<file path="src/rtl/hex_sched_pkg.sv">
// rtl/hex_sched_pkg.sv - shared types and constants for the HEX display scheduler
package hex_sched_pkg;
    typedef enum logic [1:0] {IDLE, SHOW, GAP} state_t;

    localparam logic [6:0] SEG_BLANK = 7'h7F;
    localparam int         DIGITS    = 6;
    localparam int         NIBBLE_W  = 4;
endpackage

</file>
<file path="src/rtl/seg7.sv">
// rtl/seg7.sv - hex nibble to active-low {g,f,e,d,c,b,a} segment decoder
module seg7 (
    input  logic [3:0] nibble,
    output logic [6:0] seg
);
    always_comb begin
        case (nibble)
            4'h0: seg = 7'b1000000;
            4'h1: seg = 7'b1111001;
            4'h2: seg = 7'b0100100;
            4'h3: seg = 7'b0110000;
            4'h4: seg = 7'b0011001;
            4'h5: seg = 7'b0010010;
            4'h6: seg = 7'b0000010;
            4'h7: seg = 7'b1111000;
            4'h8: seg = 7'b0000000;
            4'h9: seg = 7'b0010000;
            4'hA: seg = 7'b0001000;
            4'hB: seg = 7'b0000011;
            4'hC: seg = 7'b1000110;
            4'hD: seg = 7'b0100001;
            4'hE: seg = 7'b0000110;
            default: seg = 7'b0001110;
        endcase
    end
endmodule

</file>
<file path="src/rtl/hex_display_scheduler.sv">
// rtl/hex_display_scheduler.sv - round-robin sharing of HEX0..HEX5 among requesters
module hex_display_scheduler
    import hex_sched_pkg::*;
#(
    parameter int NUM_SRC      = 4,
    parameter int DWELL_CYCLES = 50_000_000,
    parameter int GAP_CYCLES   = 5_000_000
) (
    input  logic                      clk,
    input  logic                      reset,
    input  logic [NUM_SRC-1:0]        req,
    input  logic [NUM_SRC*24-1:0]     digits,
    input  logic [NUM_SRC*DIGITS-1:0] blank_mask,
    input  logic                      hold,
    output logic [NUM_SRC-1:0]        grant,
    output logic [NUM_SRC-1:0]        done,
    output logic                      busy,
    output logic [6:0]                HEX0,
    output logic [6:0]                HEX1,
    output logic [6:0]                HEX2,
    output logic [6:0]                HEX3,
    output logic [6:0]                HEX4,
    output logic [6:0]                HEX5
);
    localparam int MAX_CNT = (DWELL_CYCLES > GAP_CYCLES) ? DWELL_CYCLES : GAP_CYCLES;
    localparam int CNT_W   = (MAX_CNT > 1) ? $clog2(MAX_CNT) : 1;
    localparam int PTR_W   = $clog2(NUM_SRC);
    localparam logic [CNT_W-1:0] DWELL_LOAD = CNT_W'(DWELL_CYCLES - 1);
    localparam logic [CNT_W-1:0] GAP_LOAD   = CNT_W'(GAP_CYCLES - 1);

    state_t                      state;
    logic [PTR_W-1:0]            rr_ptr;
    logic [CNT_W-1:0]            cnt;
    logic [DIGITS*NIBBLE_W-1:0]  snap_digits;
    logic [DIGITS-1:0]           snap_mask;

    logic                        pick_valid;
    logic [PTR_W-1:0]            pick_idx;
    logic [PTR_W-1:0]            cand;

    // Scan from farthest to nearest so the closest requester after rr_ptr wins.
    always_comb begin
        pick_valid = 1'b0;
        pick_idx   = rr_ptr;
        cand       = '0;
        for (int i = NUM_SRC; i >= 1; i--) begin
            cand = PTR_W'((int'(rr_ptr) + i) % NUM_SRC);
            if (req[cand]) begin
                pick_valid = 1'b1;
                pick_idx   = cand;
            end
        end
    end

    always_ff @(posedge clk or posedge reset) begin
        if (reset) begin
            state       <= IDLE;
            grant       <= '0;
            done        <= '0;
            busy        <= 1'b0;
            rr_ptr      <= PTR_W'(NUM_SRC - 1);
            cnt         <= '0;
            snap_digits <= '0;
            snap_mask   <= '1;
        end else begin
            done <= '0;
            case (state)
                IDLE: begin
                    if (pick_valid) begin
                        grant       <= NUM_SRC'(1) << pick_idx;
                        rr_ptr      <= pick_idx;
                        snap_digits <= digits[24*pick_idx +: 24];
                        snap_mask   <= blank_mask[DIGITS*pick_idx +: DIGITS];
                        cnt         <= DWELL_LOAD;
                        busy        <= 1'b1;
                        state       <= SHOW;
                    end
                end
                SHOW: begin
                    if (!req[rr_ptr]) begin
                        grant <= '0;
                        cnt   <= GAP_LOAD;
                        state <= GAP;
                    end else if (hold) begin
                        cnt <= cnt;
                    end else if (cnt == '0) begin
                        done  <= NUM_SRC'(1) << rr_ptr;
                        grant <= '0;
                        cnt   <= GAP_LOAD;
                        state <= GAP;
                    end else begin
                        cnt <= cnt - 1'b1;
                    end
                end
                GAP: begin
                    if (cnt == '0) begin
                        busy  <= 1'b0;
                        state <= IDLE;
                    end else begin
                        cnt <= cnt - 1'b1;
                    end
                end
                default: state <= IDLE;
            endcase
        end
    end

    logic [DIGITS-1:0][6:0] raw_seg;
    logic [DIGITS-1:0][6:0] hex_seg;

    for (genvar k = 0; k < DIGITS; k++) begin : g_digit
        seg7 u_seg7 (
            .nibble (snap_digits[NIBBLE_W*k +: NIBBLE_W]),
            .seg    (raw_seg[k])
        );
        assign hex_seg[k] = (snap_mask[k] || state != SHOW) ? SEG_BLANK : raw_seg[k];
    end

    assign HEX0 = hex_seg[0];
    assign HEX1 = hex_seg[1];
    assign HEX2 = hex_seg[2];
    assign HEX3 = hex_seg[3];
    assign HEX4 = hex_seg[4];
    assign HEX5 = hex_seg[5];
endmodule

</file>
<file path="config.mk">
export PLATFORM = sky130hd
export DESIGN_NAME = hex_display_scheduler
export DESIGN_NICKNAME = d
export VERILOG_FILES = /design/src/rtl/hex_sched_pkg.sv /design/src/rtl/seg7.sv /design/src/rtl/hex_display_scheduler.sv
export SDC_FILE = /design/constraint.sdc
export NUM_CORES = 1
export LEC_CHECK = 0
export CORE_AREA = 3 3 111 113
export DETAILED_ROUTE_END_ITERATION = 6
export DIE_AREA = 0 0 114 116
export HOLD_SLACK_MARGIN = 0.15
export PLACE_DENSITY = 0.95
export REMOVE_ABC_BUFFERS = 1
export SETUP_SLACK_MARGIN = 0.5
export SKIP_CTS_REPAIR_TIMING = 1
export SLEW_MARGIN = 5
export SYNTH_ARGS = -nofsm -noshare
export SYNTH_HDL_FRONTEND = slang
export SYNTH_SLANG_ARGS = --single-unit
</file>
<file path="constraint.sdc">
create_clock -name clk -period 4.6 [get_ports clk]
set_clock_uncertainty 0.1 [all_clocks]
set_input_delay 0.69 -clock clk [delete_from_list [all_inputs] [get_ports clk]]
set_output_delay 0.69 -clock clk [all_outputs]
set_load 0.03 [all_outputs]
</file>
==> results of run 1 <==
## worst reg2reg max path: cells and delay by family (launching register included)
family,cells,cell delay [ps]
adders and majority gates,1,350
buffers and inverters,3,610
and+or+nand+nor,2,560
AOI/OAI and AO/OA,3,860
DFF,1,630
## layout by cell type, fill, tap and decap left out, types with 2 or more instances in the layout
| master | count |
|---|---|
| sky130_fd_sc_hd__clkdlybuf4s50_1 | 177 |
| sky130_fd_sc_hd__o311ai_0 | 14 |
| sky130_fd_sc_hd__nor3_2 | 2 |
| sky130_fd_sc_hd__dfstp_2 | 8 |
| sky130_fd_sc_hd__o22a_1 | 3 |
| sky130_fd_sc_hd__nor3b_1 | 2 |
| sky130_fd_sc_hd__buf_4 | 8 |
| sky130_fd_sc_hd__nor2b_1 | 3 |
| sky130_fd_sc_hd__nand2_1 | 105 |
| sky130_fd_sc_hd__o211ai_1 | 30 |
| sky130_fd_sc_hd__nor2_1 | 36 |
| sky130_fd_sc_hd__or2_2 | 3 |
| sky130_fd_sc_hd__a221oi_1 | 17 |
| sky130_fd_sc_hd__nand3_1 | 11 |
| sky130_fd_sc_hd__o21ai_2 | 2 |
| sky130_fd_sc_hd__o2bb2ai_1 | 13 |
| sky130_fd_sc_hd__a31oi_1 | 20 |
| sky130_fd_sc_hd__a21oi_1 | 21 |
| sky130_fd_sc_hd__dfrtp_1 | 61 |
| sky130_fd_sc_hd__o21a_1 | 5 |
| sky130_fd_sc_hd__and2_1 | 9 |
| sky130_fd_sc_hd__nand2b_1 | 15 |
| sky130_fd_sc_hd__clkbuf_16 | 9 |
| sky130_fd_sc_hd__mux2i_1 | 45 |
| sky130_fd_sc_hd__mux4_2 | 6 |
| sky130_fd_sc_hd__inv_1 | 33 |
| sky130_fd_sc_hd__nor3_1 | 13 |
| sky130_fd_sc_hd__a211oi_1 | 4 |
| sky130_fd_sc_hd__o21ai_0 | 51 |
| sky130_fd_sc_hd__o31ai_1 | 2 |
| sky130_fd_sc_hd__ha_1 | 46 |
| sky130_fd_sc_hd__o41ai_1 | 5 |
| sky130_fd_sc_hd__nor4_1 | 5 |
| sky130_fd_sc_hd__a21o_1 | 12 |
| sky130_fd_sc_hd__clkbuf_8 | 3 |
| sky130_fd_sc_hd__or3_1 | 10 |
| sky130_fd_sc_hd__and3_1 | 17 |
| sky130_fd_sc_hd__a22o_1 | 8 |
| sky130_fd_sc_hd__nand4_1 | 6 |
## final cells by class
| class | instances | share of cell area (%) |
|---|---|---|
| Tap cell | 143 | 2.22 |
| Sequential cell | 69 | 21.5 |
| Multi-Input combinational cell | 560 | 48.1 |
| Clock buffer | 13 | 3.35 |
| Clock inverter | 3 | 0.528 |
| Timing Repair Buffer | 185 | 22.7 |
| Inverter | 34 | 1.58 |
## through the flow
step / utilization, % / instances / setup WS [ps] / hold slack, ps / total power (µW)
after floorplan: - / 663 / 863 / 351 / 3850
after global placement: 67.9 / 991 / 1260 / 362 / 4890
after detailed placement: 67.9 / 991 / 1140 / 387 / 5040
after CTS: 70.6 / 1007 / 937 / 398 / 5810
after global routing: 70.6 / 1007 / 709 / 411 / 6270
final: 70.6 / 1007 / 918 / 395 / 5850
## flip-flops by register name (all words and copies together) (netlist names)
register / flops
cnt: 26
grant: 4
done: 4
snap_mask: 6
state: 2
rr_ptr: 2
busy: 1
snap_digits: 24
## per-layer routing
metal | wire [µm] | part of all wire, % | GRT usage, %
met1 | 7540 | 40 | 36.3
met2 | 9340 | 49 | 48.6
met3 | 1510 | 8.0 | 4.75
met4 | 484 | 2.6 | 9.82
met5 | 0 | 0 | 0
## how the worst max path moves through the flow
stage                     startpoint                           to  slack [ps]
2_1_floorplan  rr_ptr[0]$_DFFE_PP1P_  snap_digits[11]$_DFFE_PP0P_         860
5_1_grt         state[1]$_DFFE_PP0P_                      HEX4[4]         710
3_5_place_dp                  req[1]          cnt[15]$_DFFE_PP0P_        1140
4_1_cts         state[1]$_DFFE_PP0P_                      HEX5[6]         940
3_3_place_gp                  req[0]   snap_digits[4]$_DFFE_PP0P_        1260
6_report        state[1]$_DFFE_PP0P_                      HEX4[6]         920
## cell usage after synthesis, types with 2 or more instances
| cell type | n | share of area (%) |
|---|---|---|
| sky130_fd_sc_hd__clkbuf_1 | 27 | 1.7 |
| sky130_fd_sc_hd__dfrtp_1 | 61 | 26 |
| sky130_fd_sc_hd__o2bb2ai_1 | 13 | 1.9 |
| sky130_fd_sc_hd__a21oi_1 | 21 | 1.8 |
| sky130_fd_sc_hd__nand3_1 | 11 | 0.93 |
| sky130_fd_sc_hd__o21a_1 | 6 | 0.76 |
| sky130_fd_sc_hd__o41ai_1 | 5 | 0.74 |
| sky130_fd_sc_hd__mux2i_1 | 45 | 7.6 |
| sky130_fd_sc_hd__o21ai_0 | 51 | 4.3 |
| sky130_fd_sc_hd__nor4_1 | 5 | 0.53 |
| sky130_fd_sc_hd__dfstp_2 | 8 | 3.6 |
| sky130_fd_sc_hd__o31ai_1 | 2 | 0.25 |
| sky130_fd_sc_hd__o21ai_1 | 2 | 0.17 |
| sky130_fd_sc_hd__or3_1 | 10 | 1.1 |
| sky130_fd_sc_hd__ha_1 | 46 | 9.7 |
| sky130_fd_sc_hd__and3_1 | 17 | 1.8 |
| sky130_fd_sc_hd__o22a_1 | 3 | 0.44 |
| sky130_fd_sc_hd__inv_1 | 34 | 2.2 |
| sky130_fd_sc_hd__nor3b_1 | 2 | 0.25 |
| sky130_fd_sc_hd__mux4_2 | 6 | 2.3 |
| sky130_fd_sc_hd__nand2b_1 | 15 | 1.6 |
| sky130_fd_sc_hd__a22o_1 | 8 | 1.2 |
| sky130_fd_sc_hd__nor2b_1 | 3 | 0.32 |
| sky130_fd_sc_hd__a21o_1 | 12 | 1.5 |
| sky130_fd_sc_hd__o311ai_0 | 14 | 2.1 |
| sky130_fd_sc_hd__nor3_1 | 14 | 1.2 |
| sky130_fd_sc_hd__or2_2 | 3 | 0.32 |
| sky130_fd_sc_hd__and2_1 | 9 | 0.95 |
| sky130_fd_sc_hd__a31oi_1 | 20 | 2.1 |
| sky130_fd_sc_hd__o211ai_1 | 30 | 3.8 |
| sky130_fd_sc_hd__nand4_1 | 6 | 0.63 |
| sky130_fd_sc_hd__a221oi_1 | 17 | 2.5 |
| sky130_fd_sc_hd__nand2_1 | 105 | 6.7 |
| sky130_fd_sc_hd__a211oi_1 | 4 | 0.51 |
| sky130_fd_sc_hd__buf_2 | 11 | 0.93 |
| sky130_fd_sc_hd__nor2_1 | 37 | 2.3 |
| sky130_fd_sc_hd__buf_6 | 2 | 0.38 |
## kinds of logic after synthesis
logic type                 Yosys count  share of synthesized area, %
and+or+nand+nor                    246                          20.1
adders and majority gates           46                          9.74
DFF                                 69                          29.4
muxes                               52                          10.1
AOI/OAI and AO/OA                  216                          25.4
buffers and inverters               75                          5.31
## power groups by stage
stage                     Clock (µW)  Combinational (µW)  Sequential [µW]
after floorplan                    0                2610             1240
after global placement             0                3590             1300
after detailed placement           0                3720             1320
after CTS                        730                3760             1320
after global routing             758                4130             1390
final                            724                3790             1340
==> metrics.md, run 1 <==
| Metric | Value |
|---|---|
| Status | completed |
| Worst VDD drop | between 700 and 800 µV |
| Count of clock tree sinks | 69 |
| Initial cell density of the core | about half |
| Wire per inst | 18.7 µm |
| Number of max-cap violations | 0 |
| Final HPWL from detailed placement | approximately 14000 µm |
| Count of buffering cells on the critical path with inverters included | 3 |
| Flop2flop setup slack | around 1400 ps |
| Cell breakdown of the critical path | inv_1 -> ha_1 -> inv_1 -> nor2_1 -> o311ai_0 -> clkdlybuf4s50_1 |
| Synthesis-stage register bit count | just under 70 |
| Buffer type at the clock tree root | sky130_fd_sc_hd__clkbuf_16 |
| Gate count after technology mapping | 704 |
| Number of fill cells in the layout | 820 |
| Clock slew at the register clock pins of the worst setup and hold paths | 60 ps |
| Path type of the worst min-delay path | register to register |
| Hold path start | cnt[8]$_DFFE_PP0P_ |
| Clock buffer count from CTS | 9 |
| Setup repair after global routing missed its margin | false |
| Number of violations reported at the end of detailed-routing iteration 0 | 715 |
| Vias per inst | between 6 and 7 |
| Standard cell with the maximum stage delay on the critical path | sky130_fd_sc_hd__clkdlybuf4s50_1 |
| Pleak | about 0.0034 µW |
| Kind of cell adding the most delay to the critical path | buffers and inverters |
| EDFF count, synth | 0 |
| Number of failing setup endpoints in the final timing report | 0 |
| Ratio of cells with drive above 1 in the final layout | under 10% |
| Final sum of negative setup slack | 0 ps |
| Worst-path maximum fanout | 16 |
| Most frequently used flop master after synthesis | sky130_fd_sc_hd__dfrtp_1 |
| Antenna violations before repair | 0 |
| Power share of the combinational group | approximately 65% |
| Clock latency on the worst-skew pair | approximately 330 ps |
| Maximum operating frequency | 272 MHz |
| Final number of max-transition violations | 0 |
| Net switching component of the power | 2910 µW |
| Post-detailed-placement cell area | between 7000 and 8000 µm² |
| Number of antenna cells inserted | 0 |
| Number of cells on the worst reg-to-reg path | 9 |
| DRT Pass-1 Iters | 7 |
| Unique masters post-synth | 56 |
| Overall overflow remaining after global route | 0 |
| Weighted congestion reported at the end of routability-driven placement | slightly above 0.9 |
| Kind of launch point of the worst setup path | register |
| DRC violations left | 0 |
| Area used by multi-input combinational logic | 3870 µm² |
| Proportion of synthesized chip area in sequential cells | ~30% |
| Die Wd | about 110 µm |
| Origin of the critical flop-to-flop path | rr_ptr[0]$_DFFE_PP1P_ |
| Vias post-DR | 6251 |
| Total Wirelength | ~19000 µm |
| Core region area | between 10000 and 15000 µm² |
| Crit end category | primary output |
| Io pins | 178 |
| Delay of the slowest critical-path stage | between 600 and 700 ps |
| Die footprint | ~13000 µm² |
| Global router's overall resource usage | 28.3% |
| Sequential fraction of design power | approximately 23% |
| Internal Dissipation | ~2900 µW |
| # H-tree levels | 3 |
| Register area | between 1500 and 2000 µm² |
| Cell repeated most along the worst path | sky130_fd_sc_hd__inv_1 |
| CTS Buffer Depth | 2 |
| Switching share of power | 49.9% |
| Synth Area per Inst | ~8.4 µm² |
| Slew HR | between 30 and 40% |
| Global-route wire length before repair | about 30000 µm |
| Rows | 39 |
| Layout net count | 1032 |
| Relative area change from synthesis to final layout | 36.4% |
| Least-Margin Pin Slew | ~1000 ps |
| Via count of the first global-routing pass | between 5000 and 6000 |
| Power per unit of standard cell area | 725 nW/µm² |
| CP required | 3810 ps |
| Critical Setup Path Class | register to primary output |
| Fraction of synthesis flops using an asynchronous set or reset pin | 100% |
| YS warnings | 0 |
| Worst Hold Path EP | cnt[8]$_DFFE_PP0P_ |
| Antenna-violating nets left | 0 |
| Clock Power Share | 12.4% |
| Die extent in y | between 100 and 150 µm |
| Endpoint arrival time on the critical path | roughly 2900 ps |
| Number of cells on the worst hold path | 2 |
| Count of buffers inserted at the top-level ports | ~180 |
| Fin crit share | between 80% and 90% |
| Logic depth of the worst setup path including buffers | 6 |
| Count of final hold-check violations | 0 |
| Largest net degree at the start of global routing | 46 |
| Final design area excluding fillers | 8060 µm² |
| TritonCTS clock tree | built |
| Endpoint of the lowest-slack register-to-register path | snap_digits[13]$_DFFE_PP0P_ |
| Synthesized area | around 5900 µm² |
| Final critical delay including setup and external delays | 3680 ps |
Note: power is estimated with default switching activity, not from simulation.
==> run 2: changes to the inputs <==
Settings changed: CORE_AREA 3 3 111 113 to 3 3 120 122, DIE_AREA 0 0 114 116 to 0 0 123 125, PLACE_DENSITY 0.95 to 0.89.
Clock period 4.6 ns to 3.1 ns, I/O delays scaled along.
==> run 2 against run 1 <==
Sequential share of layout area down 2.0 points; largest power group unchanged; combinational power increased by 88%; utilization shrank 3.6 points; critical endpoint is now HEX5[3]; largest cell class unchanged; critical path depth is the same; sequential power increased by 44%; global-route usage down 3.5 points; hold slack gained 2.8 ps; total power increased by 73%; routed wire length rose by 17%; first-iteration DRC count shrank 8.1%.
==> metrics.md, run 2 (synthesis results as in run 1) <==
| Metric | Value |
|---|---|
| Fin crit share | between 80% and 90% |
| DRC violations left | 0 |
| Maximum operating frequency | 372 MHz |
| Final critical delay including setup and external delays | between 2000 and 3000 ps |
| Final HPWL from detailed placement | 14500 µm |
| Weighted congestion reported at the end of routability-driven placement | 0.924 |
| Number of failing setup endpoints in the final timing report | 0 |
| Pleak | ~0.0037 µW |
| Standard cell with the maximum stage delay on the critical path | sky130_fd_sc_hd__mux4_2 |
| CP required | ~2500 ps |
| Via count of the first global-routing pass | roughly 6000 |
| Overall overflow remaining after global route | 0 |
| Die extent in y | approximately 130 µm |
| Cell breakdown of the critical path | inv_4 -> ha_4 -> inv_1 -> mux4_2 -> or3_4 -> buf_6 |
| Highest-count cells in the layout ignoring fill and taps | 134 x sky130_fd_sc_hd__clkdlybuf4s50_1, 105 x sky130_fd_sc_hd__nand2_1, 59 x sky130_fd_sc_hd__buf_4, 58 x sky130_fd_sc_hd__dfrtp_1, 51 x sky130_fd_sc_hd__o21ai_0 |
| CTS Buffer Depth | 2 |
| Antenna violations before repair | 0 |
| Count of final hold-check violations | 0 |
| Delay of the slowest critical-path stage | 460 ps |
| Switching share of power | around half |
| Number of antenna cells inserted | 0 |
| Clock latency on the worst-skew pair | between 300 and 400 ps |
| Register ranked first by flip-flop count | cnt |
| Final Non-Filler Cells | approximately 1100 |
| Clock Power Share | around a tenth |
| Worst VDD drop | 767 µV |
| DRT Pass-1 Iters | 5 |
| Worst-path maximum fanout | 6 |
| Internal Dissipation | between 5000 and 6000 µW |
| Rows | 42 |
| Sequential fraction of design power | between 10% and 20% |
| Origin of the critical flop-to-flop path | rr_ptr[1]$_DFFE_PP1P_ |
| Number of max-cap violations | 0 |
| Kind of launch point of the worst setup path | register |
| Crit end category | primary output |
| Antenna-violating nets left | 0 |
| Clock slew at the register clock pins of the worst setup and hold paths | ~60 ps |
| Setup repair after global routing missed its margin | true |
| Largest registers ranked by flip-flop count | cnt: 26 flops, snap_digits: 24 flops, snap_mask: 6 flops |
| Final sum of negative setup slack | 0 ps |
| Global router's overall resource usage | 24.8% |
| Io pins | 178 |
| Largest net degree at the start of global routing | 70 |
| Total Wirelength | around 22000 µm |
| Status | completed |
| Cell count after placement | roughly 1000 |
| Least-Margin Pin Slew | between 700 and 800 ps |
| Vias post-DR | approximately 6800 |
| Count of buffering cells on the critical path with inverters included | 3 |
| Die footprint | 15400 µm² |
| Path type of the worst min-delay path | register to register |
| Vias per inst | between 6 and 7 |
| Core region area | about 13000 µm² |
| Die Wd | 123 µm |
| Power share of the combinational group | 70.6% |
| Count of buffers inserted at the top-level ports | around 180 |
| Power per unit of standard cell area | approximately 1100 nW/µm² |
| Initial cell density of the core | 44.5% |
| Relative area change from synthesis to final layout | 50.8% |
| Ratio of cells with drive above 1 in the final layout | about a fifth |
| Start point of the critical path | snap_digits[20]$_DFFE_PP0P_ |
| # H-tree levels | 3 |
| Final number of max-transition violations | 0 |
| Count of clock tree sinks | around 70 |
| Slew HR | about half |
| Net switching component of the power | between 4000 and 5000 µW |
| Layout net count | between 1000 and 1500 |
| Critical Setup Path Class | register to primary output |
| Endpoint arrival time on the critical path | around 2100 ps |
| Buffer type at the clock tree root | sky130_fd_sc_hd__clkbuf_16 |
| Wire per inst | 20.1 µm |
| Kind of cell adding the most delay to the critical path | multiplexers |
| Most common cell after layout, fill and taps aside | sky130_fd_sc_hd__clkdlybuf4s50_1 |
| TritonCTS clock tree | built |
| Number of violations reported at the end of detailed-routing iteration 0 | 657 |
| Largest register FFs | 26 |
| Global-route wire length before repair | between 30000 and 40000 µm |
| Hold path start | cnt[8]$_DFFE_PP0P_ |
| Clock buffer count from CTS | 9 |
-- run 2: cell types whose count changed in the layout (fill, tap and decap cells not counted), sizes merged --
cell,change
clkinv,-1
clkbuf,+19
clkdlybuf4s50,-43
inv,-1
buf,+67
dlymetal6s2s,+20
-- run 2: metal layers --
layer / vias to the layer above / global-route usage (%) / wire, µm
met2: 360 / 40.9 / 10900
met3: 74 / 3.84 / 1890
met4: 0 / 9.06 / 841
met1: 3302 / 32.8 / 8530
met5: - / 0 / 0
li1: 3032 / - / -
-- run 2: power by group through the flow --
stage	clock network, µW	registers, µW	logic (µW)
after floorplan	0	1850	3870
after global placement	0	1850	5780
after detailed placement	0	1880	5970
after CTS	1050	1880	6010
after global routing	1100	1980	7670
final	1050	1930	7140
-- run 2: final cells by class --
cell class	count	area, µm²
Clock buffer	15	268
Sequential cell	69	1740
Tap cell	176	220
Inverter	34	139
Multi-Input combinational cell	560	4120
Fill cell	993	4380
Clock inverter	1	30.0
Timing Repair Buffer	246	2400
-- run 2: final timing paths --
| path | end | slack [ps] | cells after the start |
|---|---|---|---|
| worst max-delay path | HEX5[3] | 410 | 6 |
| worst min-delay path | cnt[8]$_DFFE_PP0P_ | 400 | 2 |
| worst max register to register | snap_mask[0]$_DFFE_PP1P_ | 470 | 10 |
| worst min register to register | cnt[8]$_DFFE_PP0P_ | 400 | 2 |
| max in group asynchronous | snap_mask[0]$_DFFE_PP1P_ | 2110 | 3 |
| min in group asynchronous | cnt[8]$_DFFE_PP0P_ | 420 | 3 |
-- run 2: metrics by stage --
stage | power (µW) | area (µm²) | util (%) | setup slack (ps) | hold WS (ps)
final | 10100 | 8910 | 67.0 | 413 | 398
after global routing | 10800 | 8910 | 67.0 | 371 | 427
after CTS | 8940 | 8300 | 62.5 | -114 | 389
after detailed placement | 7850 | 8010 | 60.2 | 180 | 375
after global placement | 7640 | 8010 | 60.2 | 269 | 364
after floorplan | 5710 | 5730 | - | -637 | 351
-- run 2: worst register-to-register path: cells and delay by family, from the launching register on --
family / cells / cell delay, ps
fa+ha+maj: 1 / 250
mux: 1 / 230
compound gates: 4 / 800
buf+inv: 3 / 430
flops: 1 / 560
simple gates: 1 / 170
